===== config.mk =====
export PLATFORM = sky130hd
export DESIGN_NAME = key_event_classifier
export DESIGN_NICKNAME = d
export VERILOG_FILES = /design/src/rtl/key_evt_pkg.sv /design/src/rtl/key_event_classifier.sv
export SDC_FILE = /design/constraint.sdc
export NUM_CORES = 1
export LEC_CHECK = 0
export ABC_AREA = 1
export BUFFER_PORTS_ARGS = -buffer_cell sky130_fd_sc_hd__clkbuf_2
export CORE_UTILIZATION = 62
export DETAILED_ROUTE_END_ITERATION = 12
export PLACE_DENSITY = 0.8
export SLEW_MARGIN = 40
export SYNTH_ARGS = -nofsm -noshare
export SYNTH_HDL_FRONTEND = slang
export SYNTH_SLANG_ARGS = --single-unit

===== constraint.sdc =====
create_clock -name sys_clk -period 2.1 [get_ports sys_clk]
set_clock_uncertainty 0.15 [all_clocks]
set_input_delay 0.42 -clock sys_clk [delete_from_list [all_inputs] [get_ports sys_clk]]
set_output_delay 0.42 -clock sys_clk [all_outputs]
set_load 0.03 [all_outputs]

===== src/rtl/key_evt_pkg.sv =====
// Shared encodings for the key event classifier: FSM states, key levels
// and the bundle of single-cycle event pulses.
package key_evt_pkg;

    typedef enum logic [2:0] {
        ST_IDLE   = 3'd0,
        ST_PRESS1 = 3'd1,
        ST_WAIT2  = 3'd2,
        ST_PRESS2 = 3'd3,
        ST_HOLD   = 3'd4
    } state_e;

    localparam logic KEY_PRESSED  = 1'b0;
    localparam logic KEY_RELEASED = 1'b1;

    typedef struct packed {
        logic short_press;
        logic double_click;
        logic long_press;
        logic repeat_pulse;
    } pulse_t;

endpackage : key_evt_pkg


===== src/rtl/key_event_classifier.sv =====
// Classifies debounced key activity into short press, double click and long
// press, with auto-repeat while a long press is held. All outputs registered.
module key_event_classifier
    import key_evt_pkg::*;
#(
    parameter int unsigned LONG_CNT   = 50_000_000,
    parameter int unsigned DBL_CNT    = 15_000_000,
    parameter int unsigned REPEAT_CNT = 10_000_000,
    parameter int unsigned CNT_W      = 32
) (
    input  logic sys_clk,
    input  logic sys_rst,
    input  logic key_flag,
    input  logic key_value,
    output logic short_press,
    output logic double_click,
    output logic long_press,
    output logic repeat_pulse,
    output logic busy
);

    localparam logic [CNT_W-1:0] LONG_TC   = CNT_W'(LONG_CNT - 1);
    localparam logic [CNT_W-1:0] DBL_TC    = CNT_W'(DBL_CNT - 1);
    localparam logic [CNT_W-1:0] REPEAT_TC = CNT_W'(REPEAT_CNT - 1);

    state_e           state_q, state_d;
    logic [CNT_W-1:0] timer_q, timer_d;
    pulse_t           pulse_q, pulse_d;
    logic             busy_q,  busy_d;
    logic             timer_reload;
    logic             press_ev, release_ev;

    // key_value is meaningless between strobes, so it is only looked at with key_flag.
    assign press_ev   = key_flag && (key_value == KEY_PRESSED);
    assign release_ev = key_flag && (key_value == KEY_RELEASED);

    // NOTE: every signal written here gets a default first so no latch is inferred.
    always_comb begin
        state_d      = state_q;
        pulse_d      = '0;
        timer_reload = 1'b0;

        unique case (state_q)
            ST_IDLE: begin
                if (press_ev) begin
                    state_d = ST_PRESS1;
                end
            end
            ST_PRESS1: begin
                if (release_ev) begin
                    state_d = ST_WAIT2;
                end else if (timer_q == LONG_TC) begin
                    state_d            = ST_HOLD;
                    pulse_d.long_press = 1'b1;
                end
            end
            ST_WAIT2: begin
                if (press_ev) begin
                    state_d = ST_PRESS2;
                end else if (timer_q == DBL_TC) begin
                    state_d             = ST_IDLE;
                    pulse_d.short_press = 1'b1;
                end
            end
            ST_PRESS2: begin
                if (release_ev) begin
                    state_d              = ST_IDLE;
                    pulse_d.double_click = 1'b1;
                end
            end
            ST_HOLD: begin
                if (release_ev) begin
                    state_d = ST_IDLE;
                end else if (timer_q == REPEAT_TC) begin
                    pulse_d.repeat_pulse = 1'b1;
                    timer_reload         = 1'b1;
                end
            end
            default: begin
                state_d = ST_IDLE;
            end
        endcase

        // Timer is parked at zero in IDLE so it can never run into a wrap.
        if (timer_reload || (state_d != state_q) || (state_d == ST_IDLE)) begin
            timer_d = '0;
        end else begin
            timer_d = timer_q + CNT_W'(1);
        end

        busy_d = (state_d != ST_IDLE);
    end

    // NOTE: sequential state uses non-blocking assignments only, so all flops
    // update together from the values present before the edge.
    always_ff @(posedge sys_clk or posedge sys_rst) begin
        if (sys_rst) begin
            state_q <= ST_IDLE;
            timer_q <= '0;
            pulse_q <= '0;
            busy_q  <= 1'b0;
        end else begin
            state_q <= state_d;
            timer_q <= timer_d;
            pulse_q <= pulse_d;
            busy_q  <= busy_d;
        end
    end

    assign short_press  = pulse_q.short_press;
    assign double_click = pulse_q.double_click;
    assign long_press   = pulse_q.long_press;
    assign repeat_pulse = pulse_q.repeat_pulse;
    assign busy         = busy_q;

endmodule : key_event_classifier


Word level (Yosys, flattened, before mapping)
Index checks and enable logic that the tools add are counted.
{"block": "op_classes", "n_addsub": 1, "n_eq_ne": 8, "n_mux": 19, "bitwise_logic": 1, "reduce_logical": 8}
{"operator": "equality test 32 x 24 -> 1 bit (second input constant)", "n": 2}
{"operator": "adder 32 x 1 -> 32 bit (second input constant)", "n": 1}
{"operator": "equality test 32 x 26 -> 1 bit (second input constant)", "n": 1}
{"operator": "two-way mux 32 bit", "n": 1}
{"operator": "two-way mux 3 bit", "n": 6}
{"operator": "case mux 3 bit (4 select lines)", "n": 1}
{"operator": "two-way mux 1 bit", "n": 11}
{"operator": "equality test 3 x 2 -> 1 bit (second input constant)", "n": 2}
{"operator": "logical NOT 3 bit", "n": 2}
{"operator": "equality test 3 x 1 -> 1 bit (second input constant)", "n": 1}
{"operator": "equality test 3 bit (second input constant)", "n": 1}
{"operator": "inequality test 3 bit", "n": 1}
{"operator": "nonzero test 3 bit", "n": 1}
{"operator": "logical AND 1 bit", "n": 2}
{"operator": "logical OR 1 bit", "n": 2}
{"operator": "OR reduction 2 bit", "n": 1}
{"operator": "inverter 1 bit", "n": 1}
{"block": "word_totals", "reg_bits": 40, "word_cells": 44}

Depth between registers and ports, before layout
{"block": "logic_depth", "ltp_word": 8, "mapped_depth": 13, "mapped_depth_nobuf": 12}

Worst setup path before layout
No wires, ideal clock.
{"block": "synth_timing", "kind": "reg2reg", "start": "register timer_q[0]", "end": "register timer_q[2]", "arrival_ps": 1704, "setup_slack_ps": 166, "stages_incl_launch_ff": 14, "synth_period_minus_slack_ps": 1934, "path_cell_list": "dfrtp_1 -> ha_1 -> nand3_4 -> inv_2 -> nand2_2 -> nor2_4 -> inv_1 -> nor2_1 -> nand2_1 -> nand2_1 -> nor2_1 -> nand2_8 -> buf_12 -> nor3_2"}
{"block": "synth_between", "elab_chain_cells": 8, "word_cells_on_any_way": 17}
{"element": "from (decl)", "line": "key_event_classifier.sv:27", "source": "logic [CNT_W-1:0] timer_q, timer_d;"}
{"element": "from (signal assigned)", "line": "key_event_classifier.sv:104", "source": "timer_q <= timer_d;"}
{"element": "equality test 32 x 24 -> 1 bit or equality test 32 x 26 -> 1 bit (tied branches)", "line": "key_event_classifier.sv:60, key_event_classifier.sv:52"}
{"element": "two-way mux 3 bit, on equally long branches", "line": "key_event_classifier.sv:60, key_event_classifier.sv:52"}
{"element": "two-way mux 3 bit, on equally long branches", "line": "key_event_classifier.sv:58, key_event_classifier.sv:50"}
{"element": "case mux 3 bit (4 select lines)", "line": "key_event_classifier.sv:43", "source": "unique case (state_q)"}
{"element": "inequality test 3 bit", "line": "key_event_classifier.sv:85", "source": "if (timer_reload || (state_d != state_q) || (state_d == ST_IDLE)) begin"}
{"element": "logical OR 1 bit (2 in series)", "line": "key_event_classifier.sv:85"}
{"element": "two-way mux 32 bit *", "line": "key_event_classifier.sv:85"}
{"element": "named net timer_d[2]", "line": "key_event_classifier.sv:27"}
Mark *: on every way through the listed nets, which the timed path passes. The rest lies on a longest branch.

Worst setup path in the final report
{"block": "layout_timing", "start": "register timer_q[26]", "end": "register timer_q[1]"}
{"block": "layout_between", "elab_chain_cells": 8, "word_cells_on_any_way": 16}
{"element": "equality test 32 x 24 -> 1 bit or equality test 32 x 26 -> 1 bit (tied branches)", "line": "key_event_classifier.sv:60, key_event_classifier.sv:52"}
{"element": "two-way mux 3 bit, on equally long branches", "line": "key_event_classifier.sv:60, key_event_classifier.sv:52"}
{"element": "two-way mux 3 bit, on equally long branches", "line": "key_event_classifier.sv:58, key_event_classifier.sv:50"}
{"element": "case mux 3 bit (4 select lines)", "line": "key_event_classifier.sv:43"}
{"element": "inequality test 3 bit", "line": "key_event_classifier.sv:85"}
{"element": "logical OR 1 bit", "line": "key_event_classifier.sv:85"}
{"element": "logical OR 1 bit *", "line": "key_event_classifier.sv:85"}
{"element": "two-way mux 32 bit *", "line": "key_event_classifier.sv:85"}
{"element": "named net timer_d[1]", "line": "key_event_classifier.sv:27"}
Marks and branches as above.

==> results.md <==
- Initial antenna violation count: 0
- Final hold vios: 0
- Register share of total power: 0.328
- Psw: 1.17 mW
- Async SR Flop Fraction: 1.00
- Register area share after synthesis: 0.365
- Worst Hold Slack: ~0.063 ns
- Final Max Slew Viols: 0
- YS warnings: 0
- CP Data Required Time: 2.14 ns
- Number of synthesized flops with an enable pin: 0
- Worst slew pin tran: 0.491 ns
- CP top delay family: simple AND/OR/NAND/NOR gates
- Leading area contributor after synthesis: dfrtp_1
- Synth area leaders: dfrtp_1, nor3_2, nand2_1
- Total track usage: 0.312
- First-pass GRT wire length: 10400 µm
- Int Power: 1.46 mW
- Syn Area/Cell: slightly above 8 µm²
- Clock power frac: 0.201
- CTS clk-pin slew, worst paths: approximately 0.080 ns
- Gr ovfl total: 0
- Total clock sinks: 40
- Chip height: 68.5 µm
- Most frequent cells after synthesis: nand2_1, inv_1, dfrtp_1
- Worst setup EP type: flop
- Overall Power: about 2.6 mW
- Port Buffer Count: 8
- Synth cell types: 30
- Reg2Reg Depth: 10
- Max FO, Critical Path: 8
- Critical path endpoint: timer_q[1]$_DFF_PP0_
- Final cell count without fillers: between 400 and 500
- Fin crit share: 0.964
- Status: finished, final reports clean
- Startpoint Class: flop
- R2R Setup Slk: between 0.07 and 0.08 ns
- Post-DRT Antenna Nets: 0
- Critical path depth: 10
- Total clock buffers created by CTS: 5
- Critical Path Slowest Stage Cell: dfrtp_1
- Share of Yosys cell area claimed by the top area cell type: 0.365
- Vias per cell: 5.80
- Crit Path Class: reg -> reg
- Hold Path Class: in -> async
- Final-report setup violation count: 0
- Dpl cell area: 0.00290 mm²
- Fillers: 317
- Max Root-Sink Buffers: 2
- Dpl cells: ~410
- Crit path launch: timer_q[26]$_DFF_PP0_
- Total wire length: 6910 µm
- Terminus of the critical flop-to-flop path: timer_q[1]$_DFF_PP0_
- Max cap viols: 0
- CTS root buf: clkbuf_8
- Layout cells sized above 1: 0.266
- Logic pwr share: 0.472
- Syn nets: 346
- Iter 0 DRT Violations: 325
- Slew headroom: 0.673
- Top FF cell, synth: dfrtp_1
- # rows: 23
- Area grow syn2layout: 14.5%
- Net count reported at finish: 376
- Crit path DAT: 2.06 ns
- Die width: roughly 70 µm
- Post-Syn Instances: roughly 340
- Routed wire length per instance: 16.4 µm
- Max H-tree Level: 2
- Initial core utilization: 0.667
- DRC errors left: 0
- LEAKAGE: between 1 and 1.5 nW
- Diodes inserted: 0
- Clock latency on the worst-skew pair: 0.30 ns
- GPL Wtd Cong: ~1
- Sw Ratio: 0.445
- Post-Layout Inst Area: 0.00314 mm²
- Crit-path max cell delay: 0.38 ns
- Worst-path cell chain: nor2_2 -> nand3_1 -> nor2_1 -> nand3_1 -> nand2_2 -> nand2_2 -> nor2_4 -> nand2_8 -> nand2_8 -> nor3_2
- First-pass detailed-route iteration total: 5
- CTS tree: built
- Vias in the first global route: approximately 2200
- Ports: 9
- Hold-fix buffer count after cts: 0
- Worst ir drop on vdd: roughly 890 µV
- Largest net degree at the start of global routing: 41
- Mapped cell area: between 0.002 and 0.003 mm²
- Worst path bufs/invs: 0
- Die area: roughly 0.0047 mm²
- Most numerous cell in the Yosys netlist: nand2_1
- DP Wirelength: 4830 µm
- Core box area: 0.00412 mm²
- Worst r2r src: timer_q[26]$_DFF_PP0_
- Pwr dens: roughly 840 mW/mm²
- Fmax: 0.494 GHz
- Min Tclk post-route: 2.02 ns
- Vias: 2446
- Final Core Density: 0.763
- Yosys reg bits: 40
-- cells in the final DEF, fill, tap and decap left out --
cell | synthesis | final
nand4_2 | 1 | 1
clkbuf_2 | 0 | 8
clkbuf_1 | 0 | 2
o31ai_1 | 1 | 1
buf_4 | 4 | 16
nor2_1 | 39 | 36
nor4_1 | 6 | 6
xor2_1 | 23 | 23
nand3_1 | 20 | 20
xnor2_1 | 4 | 4
buf_12 | 3 | 3
clkbuf_8 | 0 | 6
inv_1 | 46 | 44
ha_4 | 0 | 1
nand3_2 | 1 | 1
or2_2 | 1 | 1
nand4_1 | 8 | 8
a31oi_1 | 1 | 1
nand2_1 | 66 | 65
dfrtp_2 | 0 | 1
nor3_1 | 21 | 20
nor3_2 | 31 | 32
nand3b_1 | 2 | 2
nor2_2 | 4 | 5
or3_1 | 1 | 1
dfrtp_1 | 40 | 39
inv_2 | 2 | 4
nor2b_4 | 0 | 1
o21ai_0 | 1 | 1
nand3_4 | 1 | 1
nor2_4 | 3 | 5
nand2_8 | 1 | 5
nand2_2 | 7 | 8
-- power groups by stage --
stage / Clock, mW / Combinational [mW] / Sequential, mW
floorplan: 0 / 0.900 / 0.884
global placement: 0 / 0.943 / 0.865
detailed placement: 0 / 0.965 / 0.866
CTS: 0.529 / 1.02 / 0.851
global route: 0.567 / 1.32 / 0.866
finish: 0.527 / 1.24 / 0.861
-- worst min-delay path: cells and delay by family --
family,cells,cell delay [ns]
buf+inv,3,0.54
-- sequential cells by signal, indices dropped and copies added, names as in the netlist --
name and count:
repeat_pulse 1, timer_q 32, short_press 1, double_click 1, state_q 3, long_press 1
busy 1
-- kinds of logic after synthesis --
kind of cell,after synthesis,share of synthesized area
XOR/XNOR,27,0.0862
AO/OA/AOI/OAI,3,0.00684
AND/OR/NAND/NOR,215,0.439
adder cells (fa/ha/maj),1,0.00456
flip-flops,40,0.365
buffers and inverters,55,0.0985
-- worst min-delay path by stage --
stage / from / endpoint / depth (start not counted)
finish: sys_rst / timer_q[7]$_DFF_PP0_ / 3
global route: sys_rst / timer_q[7]$_DFF_PP0_ / 3
CTS: sys_rst / timer_q[6]$_DFF_PP0_ / 3
detailed placement: timer_q[0]$_DFF_PP0_ / timer_q[0]$_DFF_PP0_ / 1
global placement: timer_q[0]$_DFF_PP0_ / timer_q[0]$_DFF_PP0_ / 1
floorplan: timer_q[0]$_DFF_PP0_ / timer_q[0]$_DFF_PP0_ / 1
-- stage by stage --
stage	worst slack [ns]	setup TNS [ns]
6_report	0.0763	0
3_3_place_gp	-0.00720	-0.0116
5_1_grt	-0.0149	-0.115
3_5_place_dp	-0.0342	-0.512
2_1_floorplan	0.166	0
4_1_cts	-0.0504	-0.742
-- final cells by class --
| type | instances | area (µm²) | share of cell area |
|---|---|---|---|
| multi-input cells | 249 | 1590 | 0.505 |
| repair buffers | 27 | 220 | 0.0701 |
| clock buffers | 8 | 90.1 | 0.0287 |
| flip-flops and latches | 40 | 1000 | 0.319 |
| well taps | 50 | 62.6 | 0.0199 |
| inverters | 48 | 180 | 0.0573 |
-- what timing repair did --
item,4_1_cts,5_1_grt
setup endpoints to repair,32,32
gates resized for setup,1,17
cloned,1,2
buffers inserted,0,3
pin swaps,0,7
-- metal layers --
layer | share of wire | GRT usage | up-vias
met5 | 0 | 0 | -
met4 | 0.035 | 0.128 | 0
met3 | 0.084 | 0.0822 | 29
met2 | 0.47 | 0.482 | 133
met1 | 0.41 | 0.412 | 1123
li1 | - | - | 1161
(Power assumes the default switching activity.)
